===== src/rtl/uart_pkg.sv =====
// Shared types and helpers for the parametrised UART receiver.
package uart_pkg;

  typedef enum logic [1:0] {
    ParNone = 2'd0,
    ParOdd  = 2'd1,
    ParEven = 2'd2
  } parity_t;

  typedef enum logic [2:0] {
    StIdle,
    StStart,
    StData,
    StParity,
    StStop,
    StBreakWait
  } rx_state_t;

  localparam int unsigned MaxDataBits = 9;

  // Expected parity bit for a word; narrower words are zero-extended, which leaves the XOR intact.
  function automatic logic calc_parity(input logic [MaxDataBits-1:0] data, input parity_t mode);
    logic p;
    unique case (mode)
      ParOdd:  p = ~^data;
      ParEven: p = ^data;
      default: p = 1'b0;
    endcase
    return p;
  endfunction

endpackage


===== src/rtl/uart_rx_sampler.sv =====
// Line synchroniser, per-bit cycle counter and 3-sample majority vote around mid-bit.
module uart_rx_sampler #(
  parameter int unsigned ClksPerBit = 16,
  parameter int unsigned SyncStages = 2
) (
  input  logic clk_i,
  input  logic rst_i,
  input  logic in_i,
  input  logic busy_i,
  input  logic cnt_en_i,
  output logic s_o,
  output logic sample_valid_o,
  output logic bit_value_o,
  output logic bit_end_o
);

  localparam int unsigned CntW = $clog2(ClksPerBit);
  localparam int unsigned Half = ClksPerBit / 2;
  localparam logic [CntW-1:0] CntLast   = CntW'(ClksPerBit - 1);
  localparam logic [CntW-1:0] CntEarly  = CntW'(Half - 1);
  localparam logic [CntW-1:0] CntMid    = CntW'(Half);
  localparam logic [CntW-1:0] CntDecide = CntW'(Half + 1);

  logic [SyncStages-1:0] sync_q, sync_d;
  logic [CntW-1:0]       cnt_q, cnt_d;
  logic                  early_q, early_d;
  logic                  mid_q, mid_d;
  logic                  s;

  assign s   = sync_q[SyncStages-1];
  assign s_o = s;

  always_comb begin
    sync_d  = {sync_q[SyncStages-2:0], in_i};
    cnt_d   = cnt_q;
    early_d = early_q;
    mid_d   = mid_q;
    if (!cnt_en_i) begin
      cnt_d = '0;
    end else if (cnt_q == CntLast) begin
      cnt_d = '0;
    end else begin
      cnt_d = cnt_q + 1'b1;
    end
    if (cnt_q == CntEarly) early_d = s;
    if (cnt_q == CntMid)   mid_d   = s;
  end

  always_ff @(posedge clk_i) begin
    if (rst_i) begin
      sync_q  <= '1;
      cnt_q   <= '0;
      early_q <= 1'b1;
      mid_q   <= 1'b1;
    end else begin
      sync_q  <= sync_d;
      cnt_q   <= cnt_d;
      early_q <= early_d;
      mid_q   <= mid_d;
    end
  end

  assign sample_valid_o = busy_i && (cnt_q == CntDecide);
  assign bit_end_o      = busy_i && (cnt_q == CntLast);
  assign bit_value_o    = (early_q & mid_q) | (early_q & s) | (mid_q & s);

endmodule


===== src/rtl/uart_rx_param.sv =====
// Parametrised UART receiver: framing FSM plus valid/ready holding register with error flags.
module uart_rx_param
  import uart_pkg::*;
#(
  parameter int unsigned CLK_FREQ    = 250000,
  parameter int unsigned BAUD        = 9600,
  parameter int unsigned DATA_BITS   = 8,
  parameter int unsigned PARITY      = 0,
  parameter int unsigned STOP_BITS   = 1,
  parameter int unsigned SYNC_STAGES = 2
) (
  input  logic                 i_clk,
  input  logic                 i_rst,
  input  logic                 i_in,
  output logic [DATA_BITS-1:0] o_data,
  output logic                 o_valid,
  input  logic                 i_ready,
  output logic                 o_parity_err,
  output logic                 o_frame_err,
  output logic                 o_break,
  output logic                 o_overrun
);

  localparam int unsigned ClksPerBit  = CLK_FREQ / BAUD;
  localparam parity_t     ParMode     = parity_t'(PARITY[1:0]);
  localparam logic [3:0]  LastDataBit = 4'(DATA_BITS - 1);
  localparam logic        LastStopBit = 1'(STOP_BITS - 1);

  if (ClksPerBit < 4) begin : g_bad_baud
    $error("CLK_FREQ/BAUD must be at least 4");
  end
  if (DATA_BITS < 5 || DATA_BITS > 9) begin : g_bad_data
    $error("DATA_BITS must be in 5..9");
  end
  if (STOP_BITS < 1 || STOP_BITS > 2) begin : g_bad_stop
    $error("STOP_BITS must be 1 or 2");
  end
  if (PARITY > 2) begin : g_bad_par
    $error("PARITY must be 0, 1 or 2");
  end
  if (SYNC_STAGES < 2) begin : g_bad_sync
    $error("SYNC_STAGES must be at least 2");
  end

  rx_state_t            state_q, state_d;
  logic [3:0]           bit_idx_q, bit_idx_d;
  logic                 stop_idx_q, stop_idx_d;
  logic [DATA_BITS-1:0] shift_q, shift_d;
  logic                 par_bit_q, par_bit_d;
  logic                 ferr_q, ferr_d;
  logic                 first_stop_q, first_stop_d;

  logic [DATA_BITS-1:0] data_q, data_d;
  logic                 valid_q, valid_d;
  logic                 perr_q, perr_d;
  logic                 ferr_out_q, ferr_out_d;
  logic                 brk_q, brk_d;
  logic                 ovr_q, ovr_d;

  logic s, sample_valid, bit_value, bit_end;
  logic busy, cnt_en;
  logic frame_done, done_perr, done_ferr, done_brk;
  logic first_stop, frame_err_now;

  assign busy   = state_q inside {StStart, StData, StParity, StStop};
  assign cnt_en = state_d inside {StStart, StData, StParity, StStop};

  uart_rx_sampler #(
    .ClksPerBit(ClksPerBit),
    .SyncStages(SYNC_STAGES)
  ) u_sampler (
    .clk_i         (i_clk),
    .rst_i         (i_rst),
    .in_i          (i_in),
    .busy_i        (busy),
    .cnt_en_i      (cnt_en),
    .s_o           (s),
    .sample_valid_o(sample_valid),
    .bit_value_o   (bit_value),
    .bit_end_o     (bit_end)
  );

  always_comb begin
    state_d       = state_q;
    bit_idx_d     = bit_idx_q;
    stop_idx_d    = stop_idx_q;
    shift_d       = shift_q;
    par_bit_d     = par_bit_q;
    ferr_d        = ferr_q;
    first_stop_d  = first_stop_q;
    frame_done    = 1'b0;
    done_perr     = 1'b0;
    done_ferr     = 1'b0;
    done_brk      = 1'b0;
    first_stop    = (stop_idx_q == 1'b0) ? bit_value : first_stop_q;
    frame_err_now = ferr_q | ~bit_value;

    unique case (state_q)
      StIdle: begin
        bit_idx_d  = '0;
        stop_idx_d = 1'b0;
        ferr_d     = 1'b0;
        par_bit_d  = 1'b0;
        if (!s) state_d = StStart;
      end
      StStart: begin
        if (sample_valid && bit_value) begin
          state_d = StIdle;
        end else if (bit_end) begin
          state_d = StData;
        end
      end
      StData: begin
        if (sample_valid) shift_d = {bit_value, shift_q[DATA_BITS-1:1]};
        if (bit_end) begin
          if (bit_idx_q == LastDataBit) begin
            state_d = (ParMode != ParNone) ? StParity : StStop;
          end else begin
            bit_idx_d = bit_idx_q + 4'd1;
          end
        end
      end
      StParity: begin
        if (sample_valid) par_bit_d = bit_value;
        if (bit_end) state_d = StStop;
      end
      StStop: begin
        if (sample_valid) begin
          if (stop_idx_q == LastStopBit) begin
            // Complete at the decision, not the bit end, so a back-to-back start edge is caught.
            frame_done = 1'b1;
            done_ferr  = frame_err_now;
            done_perr  = (ParMode != ParNone) &&
                         (par_bit_q != calc_parity(MaxDataBits'(shift_q), ParMode));
            done_brk   = (shift_q == '0) && ((ParMode == ParNone) || !par_bit_q) && !first_stop;
            state_d    = done_brk ? StBreakWait : StIdle;
          end else begin
            ferr_d       = frame_err_now;
            first_stop_d = bit_value;
          end
        end else if (bit_end) begin
          stop_idx_d = 1'b1;
        end
      end
      StBreakWait: begin
        if (s) state_d = StIdle;
      end
      default: state_d = StIdle;
    endcase
  end

  always_comb begin
    data_d     = data_q;
    valid_d    = valid_q;
    perr_d     = perr_q;
    ferr_out_d = ferr_out_q;
    brk_d      = brk_q;
    ovr_d      = ovr_q;
    if (frame_done) begin
      if (!valid_q || i_ready) begin
        data_d     = shift_q;
        valid_d    = 1'b1;
        perr_d     = done_perr;
        ferr_out_d = done_ferr;
        brk_d      = done_brk;
        ovr_d      = 1'b0;
      end else begin
        ovr_d = 1'b1;
      end
    end else if (valid_q && i_ready) begin
      valid_d    = 1'b0;
      perr_d     = 1'b0;
      ferr_out_d = 1'b0;
      brk_d      = 1'b0;
      ovr_d      = 1'b0;
    end
  end

  always_ff @(posedge i_clk) begin
    if (i_rst) begin
      state_q      <= StIdle;
      bit_idx_q    <= '0;
      stop_idx_q   <= 1'b0;
      shift_q      <= '0;
      par_bit_q    <= 1'b0;
      ferr_q       <= 1'b0;
      first_stop_q <= 1'b1;
      data_q       <= '0;
      valid_q      <= 1'b0;
      perr_q       <= 1'b0;
      ferr_out_q   <= 1'b0;
      brk_q        <= 1'b0;
      ovr_q        <= 1'b0;
    end else begin
      state_q      <= state_d;
      bit_idx_q    <= bit_idx_d;
      stop_idx_q   <= stop_idx_d;
      shift_q      <= shift_d;
      par_bit_q    <= par_bit_d;
      ferr_q       <= ferr_d;
      first_stop_q <= first_stop_d;
      data_q       <= data_d;
      valid_q      <= valid_d;
      perr_q       <= perr_d;
      ferr_out_q   <= ferr_out_d;
      brk_q        <= brk_d;
      ovr_q        <= ovr_d;
    end
  end

  assign o_data       = data_q;
  assign o_valid      = valid_q;
  assign o_parity_err = perr_q;
  assign o_frame_err  = ferr_out_q;
  assign o_break      = brk_q;
  assign o_overrun    = ovr_q;

endmodule


===== config.mk =====
export PLATFORM = sky130hd
export DESIGN_NAME = uart_rx_param
export DESIGN_NICKNAME = d
export VERILOG_FILES = /design/src/rtl/uart_pkg.sv /design/src/rtl/uart_rx_sampler.sv /design/src/rtl/uart_rx_param.sv
export SDC_FILE = /design/constraint.sdc
export NUM_CORES = 1
export LEC_CHECK = 0
export ABC_AREA = 1
export CAP_MARGIN = 10
export CORE_UTILIZATION = 50
export CTS_CLUSTER_DIAMETER = 80
export DETAILED_ROUTE_END_ITERATION = 7
export PLACE_DENSITY = 0.73
export SETUP_SLACK_MARGIN = 0.1
export SKIP_LAST_GASP = 1
export SLEW_MARGIN = 20
export SYNTH_ARGS = -nofsm -noshare
export SYNTH_HDL_FRONTEND = slang
export SYNTH_HIERARCHICAL = 1
export SYNTH_SLANG_ARGS = --single-unit

===== constraint.sdc =====
create_clock -name i_clk -period 5 [get_ports i_clk]
set_input_delay 0.75 -clock i_clk [delete_from_list [all_inputs] [get_ports i_clk]]
set_output_delay 0.75 -clock i_clk [all_outputs]
set_load 0.02 [all_outputs]

==> results.txt, run 1 <==
status -> finished clean
Crit Path Category -> reg -> reg
clock tree buffer depth -> 2
share of cells above drive strength 1 -> 0.0985
number of global-route vias before repair -> 1413
Final Hold Vio Count -> 0
WL/cell -> 10.2 um
ANT cells -> 0
Slew Limit Fails -> 0
RSZ-0062 raised after global routing -> false
Tot GR Track Use -> 0.194
die width -> 62.6 um
Pwr per Cell Area -> 256 nW/um^2
CP Capture Type -> flop
mux cell area share after synthesis -> 0
Clock Latency Late Sink -> 340 ps
sequential fraction of the synthesis area -> 0.414
setup tns final -> 0 ps
Top Ports -> 17
Final #Nets -> 283
final period utilization -> 0.473
VDD IR max -> 0.210 mV
DR pass1 iterations -> 4
Cell Area, Synth -> 1840 um^2
DP Area -> 2000 um^2
clk sink count -> 38
Syn Inst Count -> 259
area taken by multi-input logic gates -> 852 um^2
Core Region -> 3420 um^2
FF/Latch Area -> 761 um^2
#FFs+latches synth -> 38
Mapped Nets -> 268
TritonCTS buffer count -> 5
most frequent cells in the layout -> nand2_1 (47), inv_1 (42), dfxtp_1 (38)
post-cts resize count -> 0
post-DP HPWL -> 2430 um
Synth area leaders -> dfxtp_1 (41%), nand2_1 (9.6%), inv_1 (8.6%), a21oi_1 (6.3%), nor2_1 (6.1%)
Layout Cell Area excl Fill -> 2080 um^2
area share of and/or/nand/nor cells after synthesis -> 0.277
min Tclk post-route -> 2370 ps
final wirelength -> 3280 um
initial antenna violation count -> 0
first-pass GRT wire length -> 5990 um
Area growth syn-to-layout -> 13.2%
grt met2 use -> 0.322
RePlAce Congestion -> 0.819
num rows -> 21
Routed Antenna Nets -> 0
Max Cap Viol -> 0
Reg clk slew, reported paths -> 110 ps
number of setup violations in the final report -> 0
via count -> 1535
drt drc -> 0
dominant cell type by area after synthesis -> dfxtp_1
most crowded layer after global routing -> met2
hold_buf cts -> 0
gr ovfl total -> 0
Avg Vias per Cell -> 4.80
Adder-Cell Fraction of Synth Area -> 0.0395
Synth Area in XOR/XNOR -> 0.00477
H-tree Lvls -> 2
Unique masters post-synth -> 30
Setup Buffers After CTS -> 0
largest family of logic cells by synthesized area -> simple AND/OR/NAND/NOR gates
Die H -> 62.6 um
Initial Util -> 0.538
leading cell type in the layout, fill and taps excluded -> nand2_1
clock skew -> 7.33 ps
CP Launch Type -> flop
top cell type's share of synthesized area -> 0.414
overall die area -> 3920 um^2
yosys warns -> 6
CTS Root Cell -> clkbuf_4
Crit Path Max Fanout -> 5
fill count -> 328
CP Data Required Time -> 5290 ps
Initial DRC Count -> 63
pin count of the biggest net entering global routing -> 21
met3 GRT Util -> 0.0547
Worst EP arrival -> 2650 ps
syn_area_per_cell -> 7.09 um^2
Buffers on Ports -> 15
Max Clk Rate -> 423 MHz
Leak -> 0.886 nW
CTS tree -> built
met1 Use GR -> 0.236
hold crit path type -> reg -> reg
post-synthesis compound-gate area fraction -> 0.141
area by class of cell:
class / count / share of cell area
clock inverter: 1 / 0.0144
sequential: 38 / 0.366
inverter: 46 / 0.0854
clock buffer: 6 / 0.0247
tap: 46 / 0.0277
multi-input combinational: 168 / 0.410
timing repair buffer: 15 / 0.0722
cell families after synthesis:
family	Yosys count
XOR/XNOR	1
other	1
buffers and inverters	53
flip-flops	38
adder cells (fa/ha/maj)	6
AO/OA/AOI/OAI	50
AND/OR/NAND/NOR	110
cell usage after synthesis (all sizes together):
cell / count
maj3: 1
ha: 5
inv: 45
o21ai: 23
nand4: 2
o211ai: 1
nor2: 36
nor3: 2
xnor2: 1
dfxtp: 38
a31oi: 2
buf: 5
nand3: 12
or2: 3
clkbuf: 2
conb: 1
clkinv: 1
nand2: 54
and3: 1
a21oi: 24
per-stage QoR:
step / cells / hold slack [ps] / power [mW] / setup WS (ps) / util
finish: 320 / 431 / 0.533 / 2630 / 0.609
global route: 320 / 468 / 0.561 / 2390 / 0.609
CTS: 320 / 441 / 0.542 / 2640 / 0.609
detailed placement: 313 / 413 / 0.328 / 2620 / 0.585
global placement: 313 / 393 / 0.328 / 2680 / 0.585
floorplan: 259 / 389 / 0.324 / 2930 / -
worst max-delay path: stages (launching register included):
cell and delay (ps):
dfxtp_1 460, inv_1 90, nand2_1 120, inv_2 60, nand2_2 100, o211ai_1 110, and3_1 240, nand2_1 170
nor2_1 70, nand3_1 120, nand2_1 60, nand2_1 90, o21ai_0 100, nor2_1 110, inv_1 50, nor2_1 160
nand2_4 90, nor2_1 100
final timing paths:
check | startpoint | endpoint | slack [ps] | depth (start not counted)
max | state_q[2] | u_sampler/cnt_q[4] | 2630 | 17
max reg2reg | state_q[2] | u_sampler/cnt_q[4] | 2630 | 17
min | u_sampler/sync_q[0] | u_sampler/sync_q[1] | 430 | 1
min reg2reg | u_sampler/sync_q[0] | u_sampler/sync_q[1] | 430 | 1
registers in the layout, summed over array words and instances (netlist names), 2 cells and up:
name / count
u_sampler/sync_q: 2
o_data: 8
state_q: 3
shift_q: 8
u_sampler/cnt_q: 5
bit_idx_q: 4
per-layer routing:
metal | up-vias | part of all wire | wire length, um
li1 | 835 | - | -
met1 | 668 | 0.49 | 1620
met2 | 25 | 0.46 | 1500
met3 | 7 | 0.033 | 107
met4 | 0 | 0.016 | 51
met5 | - | 0 | 0
where the power goes:
part           leakage, nW  total (mW)  internal (mW)  switching (mW)
logic                0.535      0.0158        0.00585         0.00995
clock network       0.0443       0.212          0.116          0.0958
registers            0.307       0.305          0.304         0.00147
No activity file was read; power rests on OpenSTA's default activity.
==> run 2, diff against run 1 <==
Settings changed: PLACE_DENSITY 0.73 to 0.76.
Clock period 5 ns to 2 ns, I/O delays scaled along.
==> results.txt, run 2 (synthesis results as in run 1) <==
Area growth syn-to-layout -> 34.0%
Total Power -> 1.51 mW (+180%)
hold crit path type -> reg -> reg
Top Ports -> 17 (unchanged)
gr ovfl total -> 0 (unchanged)
CTS Root Cell -> clkbuf_4
pin count of the biggest net entering global routing -> 16 (-24%)
most frequent cells in the layout -> inv_1 (41), nand2_1 (39), dfxtp_1 (34)
number of setup violations in the final report -> 5 (+5)
CP Launch Type -> flop
via count -> 1776 (+16%)
drt drc -> 0 (unchanged)
RePlAce Congestion -> 0.846 (+3.4%)
fill count -> 287 (-13%)
RSZ-0062 raised after global routing -> true
Reg clk slew, reported paths -> 120 ps (about the same)
DR pass1 iterations -> 5 (+1)
Pwr per Cell Area -> 612 nW/um^2 (+140%)
clk sink count -> 38 (unchanged)
CP Capture Type -> flop
leading cell type in the layout, fill and taps excluded -> inv_1
final worst setup slack -> -76.4 ps (-2710 ps)
Crit Path Category -> reg -> reg
Leak -> 1.09 nW (+22%)
VDD IR max -> 0.479 mV (+130%)
overall die area -> 3920 um^2 (unchanged)
Avg Vias per Cell -> 5.00 (+4.3%)
final wirelength -> 4500 um (+37%)
hold_sp -> u_sampler/sync_q[0]
Worst Setup SP -> state_q[0]
worst hold margin -> 427 ps (-4.61 ps)
post-DP HPWL -> 2830 um (+16%)
Max Clk Rate -> 482 MHz (+14%)
Final #Nets -> 317 (+12%)
Clock Latency Late Sink -> 350 ps (about the same)
H-tree Lvls -> 2 (unchanged)
Layout Cell Area excl Fill -> 2460 um^2 (+18%)
Initial Util -> 0.538 (unchanged)
TritonCTS buffer count -> 5 (unchanged)
clock tree buffer depth -> 2 (unchanged)
Max Cap Viol -> 0 (unchanged)
status -> finished with violations
ANT cells -> 0 (unchanged)
min Tclk post-route -> 2080 ps (-289 ps)
CTS tree -> built
hold_buf cts -> 0 (unchanged)
final period utilization -> 1.04 (+0.565)
share of cells above drive strength 1 -> 0.282 (+0.183)
placed insts -> 327 (+4.5%)
Reg2Reg Launch Point -> state_q[0]
Tot GR Track Use -> 0.235 (+0.0405)
Crit Path Max Fanout -> 5 (unchanged)
Routed Antenna Nets -> 0 (unchanged)
initial antenna violation count -> 0 (unchanged)
first-pass GRT wire length -> 7160 um (+19%)
Final Hold Vio Count -> 0 (unchanged)
non-filler cells, final -> 355 (+11%)
WL/cell -> 12.7 um (+24%)
num rows -> 21 (unchanged)
Worst EP arrival -> 2330 ps (-320 ps)
failing checks -> setup timing
Initial DRC Count -> 109 (+73%)
Core Region -> 3420 um^2 (unchanged)
number of global-route vias before repair -> 1704 (+21%)
CP Data Required Time -> 2260 ps (-3030 ps)
DP Area -> 2110 um^2 (+5.8%)
Die H -> 62.6 um (unchanged)
clock skew -> 7.16 ps (-0.168 ps)
Buffers on Ports -> 15 (unchanged)
die width -> 62.6 um (unchanged)
Slew Limit Fails -> 0 (unchanged)
-- run 2: cell count changes in the layout (fill, tap and decap cells not counted), moves of 3 or more --
cell	before	now
nor2_2	3	9
nand2_1	47	39
dfxtp_1	38	34
nand2_2	4	11
o21ai_0	21	17
buf_4	0	32
o21ai_1	2	5
nor2_1	30	22
-- run 2: metal layers --
layer,global-route usage,vias up,wire length (um),share of wire
met5,0,-,0,0
met4,0.108,0,117,0.026
met3,0.0766,10,195,0.043
met2,0.401,47,2280,0.51
met1,0.264,816,1910,0.42
li1,-,903,-,-
-- run 2: critical path, stage by stage, from the launching register on --
cell and delay (ps):
dfxtp_4 390, inv_1 80, o211ai_1 270, inv_1 140, nor2_2 140, inv_1 90, nand2_1 80, nor2_1 40
nor2_1 80, nand2_1 70, nor2_2 120, nand3_2 80, nor2_1 80, nor2_1 40, inv_1 60, nor2_2 50
nand2_4 110, nor2_1 50
-- run 2: layout make-up --
| type | count | area [um^2] | share of cell area |
|---|---|---|---|
| clock inverter | 2 | 60.1 | 0.0244 |
| clock buffer | 6 | 51.3 | 0.0208 |
| tap | 46 | 57.6 | 0.0234 |
| timing repair inverter | 1 | 6.26 | 0.00254 |
| multi-input combinational | 168 | 933 | 0.379 |
| sequential | 38 | 771 | 0.313 |
| timing repair buffer | 48 | 402 | 0.163 |
| inverter | 46 | 180 | 0.0732 |
-- run 2: what timing repair did --
item / in CTS / in global routing
endpoints found under the setup margin: 7 / 15
pin swaps: 8 / 9
setup buffers: 13 / 7
gates resized for setup: 8 / 22
gates cloned: 0 / 1
-- run 2: report_power, final --
| part | internal (mW) | switching [mW] |
|---|---|---|
| sequential | 0.757 | 0.00203 |
| clock | 0.423 | 0.267 |
| combinational | 0.0228 | 0.0331 |
| total | 1.20 | 0.302 |
-- run 2: stage by stage --
stage / TNS [ps] / setup WS (ps) / util
after detailed placement: -415 / -90.8 / 0.619
final: -329 / -76.4 / 0.721
after global routing: -1240 / -262 / 0.721
after global placement: 0 / 53.8 / 0.619
after CTS: 0 / 78.3 / 0.688
after floorplan: 0 / 106 / -
-- run 2: path summary, 6_finish.rpt --
kind,endpoint,slack (ps),cells past startpoint
setup reg to reg,u_sampler/cnt_q[1],-80,17
hold reg to reg,u_sampler/sync_q[1],430,1
setup / recovery,u_sampler/cnt_q[1],-80,17
hold / removal,u_sampler/sync_q[1],430,1
